==> config.mk <==
export PLATFORM = sky130hd
export DESIGN_NAME = snoop_bus_ctrl
export DESIGN_NICKNAME = d
export VERILOG_FILES = /design/src/rtl/coh_bus_pkg.sv /design/src/rtl/rr_arbiter.sv /design/src/rtl/snoop_bus_ctrl.sv
export SDC_FILE = /design/constraint.sdc
export NUM_CORES = 1
export LEC_CHECK = 0
export ABC_AREA = 1
export BUFFER_PORTS_ARGS = -buffer_cell sky130_fd_sc_hd__buf_2
export CAP_MARGIN = 20
export CORE_AREA = 2 2 141 143
export DETAILED_ROUTE_END_ITERATION = 8
export DIE_AREA = 0 0 143 145
export PLACE_DENSITY = 0.65
export SYNTH_ARGS = -nofsm -noshare
export SYNTH_HDL_FRONTEND = slang
export SYNTH_SLANG_ARGS = --single-unit
==> constraint.sdc <==
create_clock -name clk -period 2.4 [get_ports clk]
set_input_delay 0.48 -clock clk [delete_from_list [all_inputs] [get_ports clk]]
set_output_delay 0.48 -clock clk [all_outputs]
set_load 0.02 [all_outputs]
==> src/rtl/coh_bus_pkg.sv <==
// Shared types and encodings for the MOESI snoop bus.
package coh_bus_pkg;

    localparam int unsigned COH_TYPE_WIDTH = 2;

    // Bus request type encodings
    localparam logic [COH_TYPE_WIDTH-1:0] BUS_RD   = 2'd0;
    localparam logic [COH_TYPE_WIDTH-1:0] BUS_RDX  = 2'd1;
    localparam logic [COH_TYPE_WIDTH-1:0] BUS_UPGR = 2'd2;
    localparam logic [COH_TYPE_WIDTH-1:0] BUS_WB   = 2'd3;

    typedef enum logic [1:0] {
        ST_IDLE       = 2'd0,
        ST_BCAST      = 2'd1,
        ST_SNOOP_WAIT = 2'd2,
        ST_DONE       = 2'd3
    } snoop_bus_state_t;

endpackage

==> src/rtl/rr_arbiter.sv <==
// Combinational round-robin arbiter: lowest requester at or above ptr wins,
// otherwise the lowest requester below ptr (wrap modulo N).
module rr_arbiter #(
    parameter int unsigned N = 4,
    localparam int unsigned ID_W = (N > 1) ? $clog2(N) : 1
) (
    input  logic [N-1:0]    req,
    input  logic [ID_W-1:0] ptr,
    output logic [N-1:0]    grant,
    output logic [ID_W-1:0] grant_id,
    output logic            any
);

    // Two passes: upper segment [ptr..N-1] first, then the wrapped segment [0..ptr-1]
    always_comb begin
        grant    = '0;
        grant_id = '0;
        any      = 1'b0;
        for (int j = 0; j < N; j++) begin
            if (!any && req[j] && (ID_W'(j) >= ptr)) begin
                grant[j] = 1'b1;
                grant_id = ID_W'(j);
                any      = 1'b1;
            end
        end
        for (int j = 0; j < N; j++) begin
            if (!any && req[j] && (ID_W'(j) < ptr)) begin
                grant[j] = 1'b1;
                grant_id = ID_W'(j);
                any      = 1'b1;
            end
        end
    end

endmodule

==> src/rtl/snoop_bus_ctrl.sv <==
// N-core snoop bus controller: arbitrate, broadcast, collect snoop responses, report.
module snoop_bus_ctrl
    import coh_bus_pkg::*;
#(
    parameter int unsigned NUM_CORES     = 4,
    parameter int unsigned ADDR_WIDTH    = 64,
    parameter int unsigned TYPE_WIDTH    = COH_TYPE_WIDTH,
    parameter int unsigned BCAST_CYCLES  = 2,
    parameter int unsigned SNOOP_TIMEOUT = 16,
    localparam int unsigned ID_W = (NUM_CORES > 1) ? $clog2(NUM_CORES) : 1
) (
    input  logic                                 clk,
    input  logic                                 rst_n,
    input  logic [NUM_CORES-1:0]                 core_req_valid,
    input  logic [NUM_CORES-1:0][TYPE_WIDTH-1:0] core_req_type,
    input  logic [NUM_CORES-1:0][ADDR_WIDTH-1:0] core_req_addr,
    output logic [NUM_CORES-1:0]                 core_req_ready,
    output logic                                 bus_valid,
    output logic [TYPE_WIDTH-1:0]                bus_type,
    output logic [ADDR_WIDTH-1:0]                bus_addr,
    output logic [ID_W-1:0]                      bus_src_id,
    input  logic [NUM_CORES-1:0]                 snp_resp_valid,
    input  logic [NUM_CORES-1:0]                 snp_resp_shared,
    input  logic [NUM_CORES-1:0]                 snp_resp_dirty,
    output logic                                 done_valid,
    output logic [ID_W-1:0]                      done_id,
    output logic                                 done_shared,
    output logic                                 done_dirty,
    output logic                                 done_timeout
);

    localparam int unsigned BC_W = (BCAST_CYCLES > 1) ? $clog2(BCAST_CYCLES) : 1;
    localparam int unsigned TO_W = (SNOOP_TIMEOUT > 1) ? $clog2(SNOOP_TIMEOUT) : 1;

    snoop_bus_state_t        state_q, state_d;
    logic [ID_W-1:0]         rr_ptr_q, rr_ptr_d;
    logic [ID_W-1:0]         src_q, src_d;
    logic [TYPE_WIDTH-1:0]   type_q, type_d;
    logic [ADDR_WIDTH-1:0]   addr_q, addr_d;
    logic [NUM_CORES-1:0]    pending_q, pending_d;
    logic                    shared_q, shared_d;
    logic                    dirty_q, dirty_d;
    logic                    timeout_q, timeout_d;
    logic [BC_W-1:0]         bcast_cnt_q, bcast_cnt_d;
    logic [TO_W-1:0]         to_cnt_q, to_cnt_d;

    logic [NUM_CORES-1:0]    grant;
    logic [ID_W-1:0]         grant_id;
    logic                    grant_any;
    logic [TYPE_WIDTH-1:0]   win_type;
    logic [ADDR_WIDTH-1:0]   win_addr;
    logic [NUM_CORES-1:0]    resp_hit;
    logic [NUM_CORES-1:0]    pending_nxt;

    rr_arbiter #(.N(NUM_CORES)) u_arb (
        .req      (core_req_valid),
        .ptr      (rr_ptr_q),
        .grant    (grant),
        .grant_id (grant_id),
        .any      (grant_any)
    );

    // Select the winning core's request payload from the one-hot grant
    always_comb begin
        win_type = '0;
        win_addr = '0;
        for (int i = 0; i < NUM_CORES; i++) begin
            if (grant[i]) begin
                win_type = core_req_type[i];
                win_addr = core_req_addr[i];
            end
        end
    end

    // State and datapath registers
    always_ff @(posedge clk or negedge rst_n) begin
        if (!rst_n) begin
            state_q     <= ST_IDLE;
            rr_ptr_q    <= '0;
            src_q       <= '0;
            type_q      <= '0;
            addr_q      <= '0;
            pending_q   <= '0;
            shared_q    <= 1'b0;
            dirty_q     <= 1'b0;
            timeout_q   <= 1'b0;
            bcast_cnt_q <= '0;
            to_cnt_q    <= '0;
        end else begin
            state_q     <= state_d;
            rr_ptr_q    <= rr_ptr_d;
            src_q       <= src_d;
            type_q      <= type_d;
            addr_q      <= addr_d;
            pending_q   <= pending_d;
            shared_q    <= shared_d;
            dirty_q     <= dirty_d;
            timeout_q   <= timeout_d;
            bcast_cnt_q <= bcast_cnt_d;
            to_cnt_q    <= to_cnt_d;
        end
    end

    // Next state, request latch, counters and response accumulation
    always_comb begin
        state_d     = state_q;
        rr_ptr_d    = rr_ptr_q;
        src_d       = src_q;
        type_d      = type_q;
        addr_d      = addr_q;
        timeout_d   = timeout_q;
        bcast_cnt_d = bcast_cnt_q;
        to_cnt_d    = to_cnt_q;

        // Only first responses from still-pending cores count, and only while snooping
        resp_hit    = ((state_q == ST_BCAST) || (state_q == ST_SNOOP_WAIT))
                      ? (snp_resp_valid & pending_q) : '0;
        pending_nxt = pending_q & ~resp_hit;
        pending_d   = pending_nxt;
        shared_d    = shared_q | (|(resp_hit & snp_resp_shared));
        dirty_d     = dirty_q  | (|(resp_hit & snp_resp_dirty));

        case (state_q)
            ST_IDLE: begin
                if (grant_any) begin
                    state_d     = ST_BCAST;
                    type_d      = win_type;
                    addr_d      = win_addr;
                    src_d       = grant_id;
                    pending_d   = ~grant;
                    shared_d    = 1'b0;
                    dirty_d     = 1'b0;
                    timeout_d   = 1'b0;
                    bcast_cnt_d = BC_W'(BCAST_CYCLES - 1);
                    rr_ptr_d    = (grant_id == ID_W'(NUM_CORES - 1)) ? '0
                                                                     : grant_id + ID_W'(1);
                end
            end
            ST_BCAST: begin
                if (bcast_cnt_q == '0) begin
                    state_d  = ST_SNOOP_WAIT;
                    to_cnt_d = TO_W'(SNOOP_TIMEOUT - 1);
                end else begin
                    bcast_cnt_d = bcast_cnt_q - BC_W'(1);
                end
            end
            ST_SNOOP_WAIT: begin
                // A last response arriving on the expiry cycle wins over the timeout
                if (pending_nxt == '0) begin
                    state_d = ST_DONE;
                end else if (to_cnt_q == '0) begin
                    state_d   = ST_DONE;
                    timeout_d = 1'b1;
                end else begin
                    to_cnt_d = to_cnt_q - TO_W'(1);
                end
            end
            ST_DONE: begin
                state_d = ST_IDLE;
            end
            default: begin
                state_d = ST_IDLE;
            end
        endcase
    end

    // Outputs decoded from state; ready is masked during reset
    always_comb begin
        core_req_ready = '0;
        bus_valid      = 1'b0;
        bus_type       = '0;
        bus_addr       = '0;
        bus_src_id     = '0;
        done_valid     = 1'b0;
        done_id        = '0;
        done_shared    = 1'b0;
        done_dirty     = 1'b0;
        done_timeout   = 1'b0;
        case (state_q)
            ST_IDLE: begin
                if (rst_n) begin
                    core_req_ready = grant;
                end
            end
            ST_BCAST: begin
                bus_valid  = 1'b1;
                bus_type   = type_q;
                bus_addr   = addr_q;
                bus_src_id = src_q;
            end
            ST_DONE: begin
                done_valid   = 1'b1;
                done_id      = src_q;
                done_shared  = shared_q;
                done_dirty   = dirty_q;
                done_timeout = timeout_q;
            end
            default: begin
            end
        endcase
    end

endmodule

After elaboration in Yosys (flattened, before gate mapping). Cells that the tools add are included.

Reduce and logical (&&, ||, !) cells: 36. Multiplexer cells: 65. Add/subtract/negate cells: 3. Equality and inequality tests: 10. Bitwise logic cells: 8. Magnitude comparators: 8.

Operators with widths (count): $mux 64 (5); $mux 2 (18); $mux 4 (8); $mux 1 (30); $and 4x4->4 (4); $logic_and 1x1->1 (15); $logic_not 4->1 (2); $ne 2x2->1 const B (4); $not 4->4 (2); $pmux 2 s4 (1); $pmux 4 s2 (1); $reduce_and 4->1 (2); $reduce_or 4->1 (2); $logic_not 1->1 (7); $eq 2x2->1 const B (3); $reduce_bool 2->1 (3); $ge 1x2->1 const A (2); $ge 2x2->1 const A (2); $lt 1x2->1 const A (2); $lt 2x2->1 const A (2); $pmux 1 s2 (2); $reduce_and 2->1 (2); $sub 4x1->4 const B (1); $ne 3x1->1 const B (1); 8 further kinds (9).

Bits in registers: 84. Logic and storage cells: 141. Output and inout bits: 79. Bits of input ports: 282.

Longest topological paths before layout.
Word-level depth: 34. Mapped depth: 12. Depth with buffers taken out: 11.

Modules after synthesis. From an unflattened synthesis, not the netlist that was laid out.

Cell total of the unflattened synthesis: 911. Area, all modules: 5962.0 um^2.

Modules (own cells, without submodules): snoop_bus_ctrl (cells each 882, instances 1, seq. area each 2102.0 um^2, area each 5815.6 um^2); rr_arbiter (cells each 29, instances 1, seq. area each 0.0 um^2, area each 146.4 um^2).

Least setup slack after synthesis. No wires, ideal clock.

Kind: register -> output. Start point: register state_q[1]. End point: output port bus_addr[54]. Arrival time: 1.772 ns. Slack: 0.148 ns. Cell stages (with the launch flop): 8. Data required time: 1.920 ns. Buffers on the path: 3. Cell sequence: dfrtp_1 -> inv_1 -> ha_1 -> clkbuf_1 -> clkbuf_1 -> buf_1 -> nand2_1 -> inv_1.

Word-level cells in the longest chain between the ends: 2.

RTL lines: from (decl) (line snoop_bus_ctrl.sv:35) `snoop_bus_state_t state_q, state_d;`; from (signal assigned) (line snoop_bus_ctrl.sv:90) `state_q <= state_d;`; $eq 2x1->1 (line snoop_bus_ctrl.sv:179) `case (state_q)`; $mux 64 (line snoop_bus_ctrl.sv:179); to (decl) (line snoop_bus_ctrl.sv:20) `output logic [ADDR_WIDTH-1:0] bus_addr,`.

No other way between the ends.

Worst setup path in the final report.
Start point: input port rst_n. End point: output port core_req_ready[1].

Word-level cells in the longest chain between the ends: 2.

RTL lines: from (decl) (line snoop_bus_ctrl.sv:13) `input logic rst_n,`; $mux 4 (line snoop_bus_ctrl.sv:181) `if (rst_n) begin`; $mux 4 (line snoop_bus_ctrl.sv:179); to (decl) (line snoop_bus_ctrl.sv:17) `output logic [NUM_CORES-1:0] core_req_ready,`.

No other way between the ends.

==> flow_summary.toml <==
[outcome]
outcome = "finished, final reports clean"

[placement]
portBuffers = 360
post_dp_cell_area_mm2 = 0.00873
dpl.hpwl_um = 18400
gp_congestion = 0.881
place_ws_ps = 399

[worst_setup_path]
regToRegStartpoint = "state_q[0]"
rrSetupSlack_ps = 480
start_kind = "input pin"
endpoint = "core_req_ready[1]"
worstSetupStartpoint = "rst_n"
path_class = "input pin to output pin"
crit_arrival_ps = 1760
reg2reg_depth = 11
rr_endpoint = "to_cnt_q[1]"
end_kind = "output pin"
critPathRequiredTime_ps = 1920
worstPathMaxFanout = 4

[hold_path]
hp-start = "snp_resp_shared[1]"
hp-class = "input pin to register"

[routing]
drc_errors = 0
drt_iter0_drc = 463
vias = 8194
drt-pass1-iter-count = 6
wl_per_cell_um = 14.5
ant_nets = 0
via_per_inst = 4.69
wl_um = 25300

[clock_network]
numCtsBuffers = 9
cts_tree = "built"
h-tree-depth = 3
clockRootBuffer = "clkbuf_16"
clk_latency_ps = 340
clock_sinks = 84
cts.clk_slew.worst_paths_ps = 70
cts_buffer_depth = 2
cts_setup_buffers = 0

[floorplan]
core.rowCount = 51
dieArea_mm2 = 0.0207
chipHeight_um = 145
core_area_mm2 = 0.0192
initial_core_util_pct = 35.2
die_x_um = 143
pin_count = 361

[sta]
fin_crit_sh_pct = 93.4
final.min_clock_period_ps = 2240
relSlewSlack_pct = 47.2
setup_viol_count_final = 0
timing.hold.ws_ps = 433
finalMaxSlewViolations = 0
setup_ws_ps = 158
fin_skew_ps = 6.88
fmax_ghz = 0.446
rsz0062_at_grt = "no"
setup_tns_ps = 0
report.final.hold_viol_count = 0
worst_pin_slew_ps = 792

[global_route]
grt_pass1_vias = 7644
grt_first_pass_wirelength_um = 39600
overflow = 0
antenna_found_initial = 4
grt_max_degree = 71
grt_use_total_pct = 24.0

[power_and_ir_drop]
ir_drop_mv = 0.746
power.density_mw_per_mm2 = 1130
static-leakage-power_nw = 5.80

[final_layout]
nets = 1760
final_cell_mix = "nand2_1, buf_2, inv_1"
drive_above_1_share_pct = 28.8
finish.instance_area_mm2 = 0.00907
layout_commonest_cell = "nand2_1"
area_delta_synth_final_pct = 34.2

[yosys]
synth_nets = 1441
ys_warn_count = 0
synth.distinct_cells = 29
netlist_instances = 1154
syn_area_mm2 = 0.00676
yosysSeqAreaShare_pct = 31.1
ys_seq_elements = 84
syn_area_per_cell_um2 = 5.86

[job]
cap_violations = 0
cells by family (layout without fill, tap and decap cells):
family / count (synthesis) / after routing / share of synthesized area [%]
AOI/OAI and AO/OA: 81 / 81 / 6.26
xor gates and xnor gates: 1 / 1 / 0.130
other: 0 / 4 / 0
buffers and inverters: 245 / 569 / 15.5
DFF: 84 / 84 / 31.1
and+or+nand+nor: 738 / 738 / 46.1
adders and majority gates: 5 / 5 / 0.926
through the flow:
step,utilization (%),total power [mW],instances
CTS,47.2,10.3,1743
detailed placement,45.5,8.80,1726
floorplan,-,6.93,1154
global route,47.2,11.2,1747
finish,47.2,10.2,1747
global placement,45.5,8.71,1726
synthesized netlist by cell type, drive strengths merged:
cell	n	area [µm²]
nand3	69	350
nand2	526	1990
xnor2	1	8.76
inv	163	612
a21oi	62	310
a31oi	2	12.5
nand4	71	474
ha	5	62.6
a22oi	2	15.0
o21a	3	22.5
buf	56	335
clkbuf	19	71.3
nor3	2	10.0
o21ai	11	55.1
clkinv	7	26.3
dfrtp	84	2100
o211ai	1	7.51
nor2	70	289
worst min-delay path by stage:
stage,end,slack [ps],cells past startpoint
6_report,shared_q,430,3
2_1_floorplan,addr_q[0],180,0
4_1_cts,shared_q,420,3
5_1_grt,shared_q,440,3
3_3_place_gp,addr_q[47],290,1
3_5_place_dp,addr_q[47],290,1
sequential cells by signal, indices dropped and copies added (netlist names):
name	flops
rr_ptr_q	2
type_q	2
pending_q	4
to_cnt_q	4
dirty_q	1
timeout_q	1
state_q	2
bcast_cnt_q	1
addr_q	64
src_q	2
shared_q	1
final cells by class:
| class | instances | area, µm² |
|---|---|---|
| Antenna cell | 4 | 10.0 |
| Inverter | 170 | 638 |
| Clock inverter | 5 | 60.1 |
| Clock buffer | 11 | 253 |
| Tap cell | 265 | 332 |
| Sequential cell | 84 | 2100 |
| Fill cell | 2065 | 10100 |
| Timing Repair Buffer | 383 | 2050 |
| Multi-Input combinational cell | 825 | 3630 |
worst max-delay path, stage by stage:
cell and delay [ps]:
dlygate4sd3_1 520, buf_4 140, nand2_1 170, a21oi_1 190, buf_2 240
layer usage:
layer	global-route usage [%]	part of all wire (%)
met1	31.5	44
met2	40.5	48
met3	3.20	6.0
met4	7.92	2.3
met5	0	0
repair_timing:
action,in CTS,in global routing
hold endpoints to repair,1,0
resized for setup,0,1
hold buffers,1,0
endpoints found under the setup margin,0,4
report_power, final:
group / internal [mW] / switching, mW / total [mW] / leakage [nW]
logic: 2.11 / 4.18 / 6.30 / 4.62
clock network: 0.866 / 0.603 / 1.47 / 0.152
registers: 2.10 / 0.377 / 2.48 / 1.04
Note: power is estimated with default switching activity, not from simulation.
